==> config.mk <==
export PLATFORM = sky130hd
export DESIGN_NAME = fetch_sequencer
export DESIGN_NICKNAME = d
export VERILOG_FILES = /design/src/rtl/fetch_sequencer_pkg.sv /design/src/rtl/fetch_fifo.sv /design/src/rtl/fetch_sequencer.sv
export SDC_FILE = /design/constraint.sdc
export NUM_CORES = 1
export LEC_CHECK = 0
export ABC_AREA = 1
export CAP_MARGIN = 0
export CELL_PAD_IN_SITES_DETAIL_PLACEMENT = 0
export CELL_PAD_IN_SITES_GLOBAL_PLACEMENT = 2
export CORE_MARGIN = 10
export CORE_UTILIZATION = 30
export CTS_CLUSTER_SIZE = 8
export DETAILED_ROUTE_END_ITERATION = 10
export GPL_ROUTABILITY_DRIVEN = 0
export GPL_TIMING_DRIVEN = 0
export HOLD_SLACK_MARGIN = 0.03
export PLACE_DENSITY = 0.69
export SLEW_MARGIN = 20
export SYNTH_ARGS = -nofsm -noshare
export SYNTH_HDL_FRONTEND = slang
export SYNTH_SLANG_ARGS = --single-unit
==> constraint.sdc <==
create_clock -name clk -period 6.2 [get_ports clk]
set_input_delay 1.24 -clock clk [delete_from_list [all_inputs] [get_ports clk]]
set_output_delay 1.24 -clock clk [all_outputs]
set_load 0.01 [all_outputs]
==> src/rtl/fetch_sequencer_pkg.sv <==
// Shared definitions for the fetch sequencer: FSM state encoding and FIFO entry sizing.
package fetch_sequencer_pkg;

  typedef enum logic [1:0] {
    ISSUE    = 2'd0,
    WAIT_RES = 2'd1,
    ACK      = 2'd2,
    DRAIN    = 2'd3
  } fetch_state_t;

  // A queued entry is {pc, instr}.
  function automatic int entry_width(input int addr_width, input int data_width);
    return addr_width + data_width;
  endfunction

endpackage

==> src/rtl/fetch_fifo.sv <==
// Synchronous first-word-fall-through FIFO with flush, occupancy level and full/empty flags.
module fetch_fifo #(
  parameter int WIDTH = 16,
  parameter int DEPTH = 4
) (
  input  logic                     clk,
  input  logic                     reset,
  input  logic                     flush,
  input  logic                     push,
  input  logic [WIDTH-1:0]         push_data,
  input  logic                     pop,
  output logic [WIDTH-1:0]         head_data,
  output logic                     head_valid,
  output logic [$clog2(DEPTH):0]   level,
  output logic                     full,
  output logic                     empty
);

  localparam int AW = $clog2(DEPTH);

  logic [WIDTH-1:0] mem [DEPTH];
  logic [AW:0]      wr_ptr;
  logic [AW:0]      rd_ptr;
  logic             do_push;
  logic             do_pop;

  // Pointers carry one extra wrap bit so full and empty are distinguishable.
  assign level      = wr_ptr - rd_ptr;
  assign empty      = (level == '0);
  assign full       = (level == (AW + 1)'(DEPTH));
  assign head_valid = !empty;
  assign head_data  = mem[rd_ptr[AW-1:0]];

  // Flush wins over any same-cycle push or pop.
  assign do_push = push && !flush;
  assign do_pop  = pop && !empty && !flush;

  always_ff @(posedge clk or negedge reset) begin
    if (!reset) begin
      wr_ptr <= '0;
      rd_ptr <= '0;
    end else if (flush) begin
      wr_ptr <= '0;
      rd_ptr <= '0;
    end else begin
      if (do_push) wr_ptr <= wr_ptr + 1'b1;
      if (do_pop)  rd_ptr <= rd_ptr + 1'b1;
    end
  end

  // NOTE: storage is deliberately not reset; validity comes from the pointers alone.
  always_ff @(posedge clk) begin
    if (do_push) mem[wr_ptr[AW-1:0]] <= push_data;
  end

  push_never_full : assert property (@(posedge clk) disable iff (!reset) !(push && full && !flush));

endmodule

==> src/rtl/fetch_sequencer.sv <==
// PC sequencer driving the pipeline DIR/DOR handshakes and buffering {pc, instr} results for decode.
module fetch_sequencer
  import fetch_sequencer_pkg::*;
#(
  parameter int          DATA_WIDTH = 8,
  parameter int          ADDR_WIDTH = 8,
  parameter int          FIFO_DEPTH = 4,
  parameter int unsigned RESET_PC   = 0
) (
  input  logic                          clk,
  input  logic                          reset,
  input  logic                          redirect_valid,
  input  logic [ADDR_WIDTH-1:0]         redirect_pc,
  output logic                          pipeline_DIR,
  output logic [ADDR_WIDTH-1:0]         pipe_data_in,
  input  logic                          ack_from_pipeline,
  input  logic                          pipeline_DOR,
  input  logic [DATA_WIDTH-1:0]         pipe_data_out,
  output logic                          ack_to_pipeline,
  output logic                          instr_valid,
  output logic [ADDR_WIDTH-1:0]         instr_pc,
  output logic [DATA_WIDTH-1:0]         instr_data,
  input  logic                          instr_ready,
  output logic [$clog2(FIFO_DEPTH):0]   fifo_level
);

  localparam int ENTRY_W = entry_width(ADDR_WIDTH, DATA_WIDTH);

  fetch_state_t          state_q;
  fetch_state_t          state_d;
  logic [ADDR_WIDTH-1:0] pc_q;
  logic                  issue_req;
  logic                  push;
  logic                  pop;
  logic                  fifo_full;
  logic                  fifo_empty;
  logic [ENTRY_W-1:0]    head;

  // Credit: only one request is ever outstanding, so a free slot now guarantees room for its result.
  assign issue_req = (state_q == ISSUE) && !fifo_full;
  assign push      = (state_q == WAIT_RES) && pipeline_DOR && !redirect_valid;
  assign pop       = instr_valid && instr_ready;

  fetch_fifo #(
    .WIDTH (ENTRY_W),
    .DEPTH (FIFO_DEPTH)
  ) u_fifo (
    .clk        (clk),
    .reset      (reset),
    .flush      (redirect_valid),
    .push       (push),
    .push_data  ({pc_q, pipe_data_out}),
    .pop        (pop),
    .head_data  (head),
    .head_valid (instr_valid),
    .level      (fifo_level),
    .full       (fifo_full),
    .empty      (fifo_empty)
  );

  assign {instr_pc, instr_data} = fifo_empty ? '0 : head;

  // NOTE: sequential state uses non-blocking assignments so every flop samples pre-edge values.
  always_ff @(posedge clk or negedge reset) begin
    if (!reset) state_q <= ISSUE;
    else        state_q <= state_d;
  end

  // NOTE: state_d takes a default first so no path through the case leaves it unassigned (no latch).
  always_comb begin
    state_d = state_q;
    unique case (state_q)
      ISSUE:    if (issue_req && ack_from_pipeline) state_d = redirect_valid ? DRAIN : WAIT_RES;
      // A result arriving with a redirect is still acknowledged, so nothing is left to drain.
      WAIT_RES: if (pipeline_DOR)                   state_d = ACK;
                else if (redirect_valid)            state_d = DRAIN;
      ACK:                                          state_d = ISSUE;
      DRAIN:    if (pipeline_DOR)                   state_d = ACK;
      default:                                      state_d = ISSUE;
    endcase
  end

  // Outputs are forced low while reset is held, independent of the clock.
  always_comb begin
    pipeline_DIR    = 1'b0;
    ack_to_pipeline = 1'b0;
    unique case (state_q)
      ISSUE:           pipeline_DIR    = issue_req && reset;
      WAIT_RES, DRAIN: ack_to_pipeline = pipeline_DOR && reset;
      default: ;
    endcase
    pipe_data_in = pipeline_DIR ? pc_q : '0;
  end

  always_ff @(posedge clk or negedge reset) begin
    if (!reset)              pc_q <= ADDR_WIDTH'(RESET_PC);
    else if (redirect_valid) pc_q <= redirect_pc;
    else if (push)           pc_q <= pc_q + 1'b1;
  end

endmodule

==> results.sh, run 1 <==
export IMPL_status="complete, no violations"
export IMPL_cp_endpoint="pipe_data_in[0]"
export IMPL_crit_type="input port to output port"
export IMPL_diodes=0
export IMPL_total_power_uw=1960
export IMPL_vias=2583
export IMPL_grt_max_degree=19
export IMPL_clk_latency_ns=0.34
export IMPL_use_met3_pct=3.06
export IMPL_antenna_left=0
export IMPL_syn_cell_area_um2=3690
export IMPL_maxCapViolations=0
export IMPL_post_synth_top_area_fraction_pct=52.0
export IMPL_synthTopCellsByCount="nor2_1, edfxtp_1, nand2_1"
export IMPL_track_usage_pct=10.7
export IMPL_clock_sinks=80
export IMPL_syn_nets=392
export IMPL_setup_tns_ns=0
export IMPL_timing_critical_path_from="reset"
export IMPL_dp_slack_ns=1.68
export IMPL_fin_ws_ns=1.76
export IMPL_path_clk_slew_ns=0.07
export IMPL_synth_cell_type_count=29
export IMPL_holdWs_ns=0.519
export IMPL_synth_edf_count=64
export IMPL_ys_ff_latch=80
export IMPL_synthTopCellsByArea="edfxtp_1, dfrtp_1, nor2_1, o21ai_0, nand2_1"
export IMPL_rows=40
export IMPL_htree_levels=3
export IMPL_post_cts_setup_buffers=0
export IMPL_final_nets=458
export IMPL_synthFlopType="edfxtp_1"
export IMPL_grt_pass1_vias=2617
export IMPL_antenna_found_initial=0
export IMPL_hpwlAfterDp_mm=6.25
export IMPL_via_per_inst=4.45
export IMPL_reg2reg_depth=9
export IMPL_drtIter0Drc=158
export IMPL_overflow=0
export IMPL_yosys_warnings=0
export IMPL_initial_core_util_pct=30.8
export IMPL_post_route_period_util_pct=71.6
export IMPL_wl_per_cell_um=15.1
export IMPL_peakVddDrop_mv=0.144
export IMPL_die_w_um=131
export IMPL_hold_class="flop to flop"
export IMPL_cp_end_kind="output port"
export IMPL_top_usage_layer="met2"
export IMPL_synth_largest_area_cell="edfxtp_1"
export IMPL_cts_tree="done"
export IMPL_rsz0062_at_grt="false"
export IMPL_die_h_um=131
export IMPL_drv_slew=0
export IMPL_ios=52
export IMPL_wl_mm=8.73
export IMPL_hold_violations=0
export IMPL_use_met1_pct=13.3
export IMPL_grt_pass1_wl_mm=14.0
export IMPL_post_cts_resized=0
export IMPL_syn_inst=362
export IMPL_setup_viol=0
export IMPL_leakage_uw=0.00196
export IMPL_max_freq_mhz=225
export IMPL_p_per_area_nw_per_um2=412
export IMPL_grtUsageMet2_pct=17.5
export IMPL_slew_headroom_pct=38.5
export IMPL_clk_path_buf_depth=2
export IMPL_cp_arrival_ns=3.20
export IMPL_post_route_min_period_ns=4.44
export IMPL_worst_pin_slew_ns=0.919
export IMPL_syn_avg_cell_area_um2=10.2
export IMPL_timing_rr_end="u_fifo.rd_ptr[2]$_DFFE_PN0P_"
export IMPL_core_um2=12000
export IMPL_cts_buffers=9
export IMPL_reg2reg_setup_slack_ns=4.29
export IMPL_crit_path_start_kind="input port"
export IMPL_holdBufCountCts=0
export IMPL_die_area_um2=17200
export IMPL_drive_above_1_share_pct=12.0
export IMPL_critPathMaxFanout=18
export IMPL_cp_required_ns=4.96
export IMPL_synth_most_common_cell="nor2_1"
export IMPL_io_buffer_count=51
export IMPL_finClkSkew_ns=0.0106
export IMPL_r2r_start="u_fifo.wr_ptr[0]$_DFFE_PN0P_"
export IMPL_firstDrtPassIters=4
export IMPL_area_delta_synth_final_pct=28.5
export IMPL_cts_root_buffer_cell="clkbuf_16"
export IMPL_drc=0
export IMPL_synth_seq_area_share_pct=62.9
export IMPL_final_core_util_pct=39.5
export IMPL_ys_async_sr_fraction_pct=20.0
-- cells by family (layout without fill, tap and decap cells) --
logic type      count (synthesis)  after routing  synth area share (%)
flops                          80             80                  62.9
xor+xnor                        4              4                 0.948
simple gates                  149            149                  17.3
fa+ha+maj                       8              8                  2.91
buf+inv                        58            129                  7.01
compound gates                 63             63                  8.97
-- cell type report --
type | instances | area [um^2]
clock buffers | 9 | 225
multi-input cells | 224 | 1120
flip-flops and latches | 80 | 2320
repair buffers | 55 | 563
clock inverters | 7 | 70.1
plain buffers | 13 | 85.1
well taps | 147 | 184
inverters | 45 | 174
fillers | 1225 | 7260
-- cells in the final DEF, fill, tap and decap left out, types with 2 or more instances in the layout --
cell,synthesis,final
inv_6,0,2
buf_4,3,3
buf_2,8,8
nand2_1,52,52
nand4_1,3,3
clkdlybuf4s50_1,0,51
inv_1,41,41
inv_2,3,3
buf_6,2,4
nand3_1,12,12
buf_8,0,2
o21ai_1,9,9
clkinvlp_4,0,2
o21ai_0,43,43
edfxtp_1,64,64
nand2_2,4,4
clkinv_1,0,2
dfrtp_1,16,16
nand3_2,2,2
clkbuf_16,0,9
ha_1,7,7
xor2_1,3,3
a21oi_1,5,5
nand2_4,2,2
a31oi_1,3,3
nor2_1,70,66
nor2_2,2,6
-- worst min-delay path by stage --
stage | from | end | slack (ns) | cells after the start
5_1_grt | u_fifo.wr_ptr[2]$_DFFE_PN0P_ | u_fifo.wr_ptr[2]$_DFFE_PN0P_ | 0.54 | 1
6_report | u_fifo.wr_ptr[2]$_DFFE_PN0P_ | u_fifo.wr_ptr[2]$_DFFE_PN0P_ | 0.52 | 1
3_3_place_gp | u_fifo.wr_ptr[2]$_DFFE_PN0P_ | u_fifo.wr_ptr[2]$_DFFE_PN0P_ | 0.50 | 1
4_1_cts | u_fifo.wr_ptr[2]$_DFFE_PN0P_ | u_fifo.wr_ptr[2]$_DFFE_PN0P_ | 0.53 | 1
2_1_floorplan | u_fifo.wr_ptr[2]$_DFFE_PN0P_ | u_fifo.wr_ptr[2]$_DFFE_PN0P_ | 0.47 | 1
3_5_place_dp | u_fifo.wr_ptr[2]$_DFFE_PN0P_ | u_fifo.wr_ptr[2]$_DFFE_PN0P_ | 0.52 | 1
-- metrics by stage --
stage	instances	area, um^2
after floorplan	362	3690
after global placement	560	4390
after detailed placement	564	4450
after CTS	580	4750
after global routing	580	4750
final	580	4750
-- flip-flops by register name (all words and copies together), names as in the netlist --
| signal | count |
|---|---|
| u_fifo.wr_ptr | 3 |
| pc_q | 8 |
| u_fifo.mem | 64 |
| state_q | 2 |
| u_fifo.rd_ptr | 3 |
-- critical path, cell delays in order --
cell and delay, ns:
clkdlybuf4s50_1 1.07, nand2_4 0.19, nor2_1 0.14, clkdlybuf4s50_1 0.55
-- where the power goes --
group | total (uW) | internal, uW | switching [uW]
clock | 522 | 312 | 211
combinational | 761 | 355 | 405
sequential | 672 | 627 | 44.8
-- metal layers --
| metal | vias to the layer above | part of all wire (%) |
|---|---|---|
| met2 | 46 | 47 |
| met3 | 10 | 5.8 |
| met4 | 0 | 1.2 |
| met1 | 1194 | 45 |
| li1 | 1333 | - |
| met5 | - | 0 |
Power figures use the tool's default switching activity.
==> run 2: changes to the inputs <==
clock period = 4.23 ns   (was 6.2 ns; I/O delays follow)
==> results of run 2 <==
The final DEF is identical to that of run 1. Status: complete, no violations.
Main changes from that run: setup slack after placement 1.68 ns -> 0.502 ns; setup slack after layout 1.76 ns -> 0.579 ns; register-to-register setup slack 4.29 ns -> 2.32 ns; total power 1960 uW -> 2870 uW; worst IR drop on VDD 0.144 mV -> 0.211 mV
==> run 3: changes to the inputs <==
RECOVER_POWER = 25   (was default)
==> run 3 against run 2 <==
First-iteration DRC count unchanged. Register-to-register slack about the same. Final cell count unchanged. Total power about the same. Clock power about the same. Non-clock buffer count is the same. Clock-buffer cell count unchanged. Combinational power hardly changed. Utilization unchanged. Die area stayed put. Critical path type unchanged. Largest cell class unchanged.
==> results.sh, run 3 (synthesis gave the netlist of run 1 again) <==
export IMPL_layout_commonest_cell="nor2_1"
export IMPL_crit_path_start_kind="input port"
export IMPL_track_usage_pct=10.7
export IMPL_hpwlAfterDp_mm=6.25
export IMPL_die_w_um=131
export IMPL_pwr_share_seq_pct=34.4
export IMPL_p_int_uw=1900
export IMPL_maxCapViolations=0
export IMPL_drtIter0Drc=158
export IMPL_drc=0
export IMPL_place_area_um2=4450
export IMPL_antenna_found_initial=0
export IMPL_post_route_period_util_pct=86.3
export IMPL_slew_headroom_pct=38.5
export IMPL_design_area_um2=4750
export IMPL_die_area_um2=17200
export IMPL_hold_class="flop to flop"
export IMPL_worst_pin_slew_ns=0.919
export IMPL_setup_tns_ns=0
export IMPL_setup_viol=0
export IMPL_clk_latency_ns=0.34
export IMPL_antenna_left=0
export IMPL_io_buffer_count=51
export IMPL_clk_path_buf_depth=2
export IMPL_holdBufCountCts=0
export IMPL_total_power_uw=2860
export IMPL_post_cts_setup_buffers=0
export IMPL_pwr_share_clk_pct=26.7
export IMPL_cts_root_buffer_cell="clkbuf_16"
export IMPL_max_freq_mhz=274
export IMPL_post_route_min_period_ns=3.65
export IMPL_hold_violations=0
export IMPL_cts_tree="done"
export IMPL_drive_above_1_share_pct=12.0
export IMPL_initial_core_util_pct=30.8
export IMPL_cts_buffers=9
export IMPL_status="complete, no violations"
export IMPL_mostFrequentLayoutCells="nor2_1, edfxtp_1, nand2_1, clkdlybuf4s50_1, o21ai_0"
export IMPL_die_h_um=131
export IMPL_diodes=0
export IMPL_wl_mm=8.73
export IMPL_grt_pass1_vias=2617
export IMPL_overflow=0
export IMPL_grt_max_degree=19
export IMPL_swShare_pct=33.8
export IMPL_critPathMaxFanout=18
export IMPL_cp_end_kind="output port"
export IMPL_finClkSkew_ns=0.0106
export IMPL_cp_arrival_ns=2.80
export IMPL_final_nets=458
export IMPL_drv_slew=0
export IMPL_cp_required_ns=3.38
export IMPL_firstDrtPassIters=4
export IMPL_grt_pass1_wl_mm=14.0
export IMPL_crit_type="input port to output port"
export IMPL_clock_sinks=80
export IMPL_post_cts_resized=0
export IMPL_p_comb_share_pct=38.9
export IMPL_htree_levels=3
export IMPL_leakage_uw=0.00196
export IMPL_via_per_inst=4.45
export IMPL_wl_per_cell_um=15.0
export IMPL_core_um2=12000
export IMPL_rsz0062_at_grt="false"
export IMPL_vias=2583
export IMPL_switching_power_uw=969
export IMPL_peakVddDrop_mv=0.211
export IMPL_area_delta_synth_final_pct=28.5
export IMPL_path_clk_slew_ns=0.07
export IMPL_ios=52
export IMPL_p_per_area_nw_per_um2=603
export IMPL_largest_reg_flops=64
export IMPL_rows=40
-- run 3: cell types whose count changed in the layout (fill, tap and decap cells not counted), sizes merged --
cell,change
dlygate4sd3,+4
clkdlybuf4s50,-4
-- run 3: path summary, 6_finish.rpt --
| check | start | endpoint | slack (ns) | depth (start not counted) |
|---|---|---|---|---|
| worst min register to register | u_fifo.wr_ptr[2]$_DFFE_PN0P_ | u_fifo.wr_ptr[2]$_DFFE_PN0P_ | 0.52 | 1 |
| min in group asynchronous | reset | state_q[1]$_DFFE_PN0P_ | 1.02 | 1 |
| max in group asynchronous | reset | pc_q[6]$_DFFE_PN0P_ | 2.63 | 1 |
| worst min-delay path | u_fifo.wr_ptr[2]$_DFFE_PN0P_ | u_fifo.wr_ptr[2]$_DFFE_PN0P_ | 0.52 | 1 |
| worst max-delay path | reset | pipe_data_in[0] | 0.58 | 4 |
| worst max register to register | u_fifo.wr_ptr[0]$_DFFE_PN0P_ | u_fifo.rd_ptr[2]$_DFFE_PN0P_ | 2.32 | 9 |
-- run 3: cell type report --
cell class / instances / area [um^2]
well taps: 147 / 184
inverters: 45 / 174
repair buffers: 55 / 563
fillers: 1225 / 7260
multi-input cells: 224 / 1120
plain buffers: 13 / 85.1
clock buffers: 9 / 225
flip-flops and latches: 80 / 2320
clock inverters: 7 / 70.1
-- run 3: routing by layer --
metal  global-route usage [%]  up-vias  wire, um
li1                         -     1333         -
met1                     13.3     1194      3970
met2                     17.5       46      4140
met3                     3.06       10       508
met4                     3.34        0       109
met5                        0        -         0
-- run 3: through the flow --
step	instances	hold slack [ns]	worst slack [ns]	util [%]
after CTS	580	0.526	0.488	39.5
after global routing	580	0.537	0.333	39.5
after detailed placement	564	0.517	0.502	37.1
after floorplan	362	0.474	1.76	-
after global placement	560	0.501	0.485	36.5
final	580	0.519	0.579	39.5
-- run 3: power by group through the flow --
stage	Clock [uW]	Combinational (uW)	Sequential, uW
2_1_floorplan	0	615	980
3_3_place_gp	0	1140	1000
3_5_place_dp	0	1150	1000
4_1_cts	782	1150	985
5_1_grt	819	1260	994
6_report	766	1110	985
-- run 3: worst max-delay path: stages --
cell and delay [ns]:
clkdlybuf4s50_1 1.07, nand2_4 0.19, nor2_1 0.14, clkdlybuf4s50_1 0.55
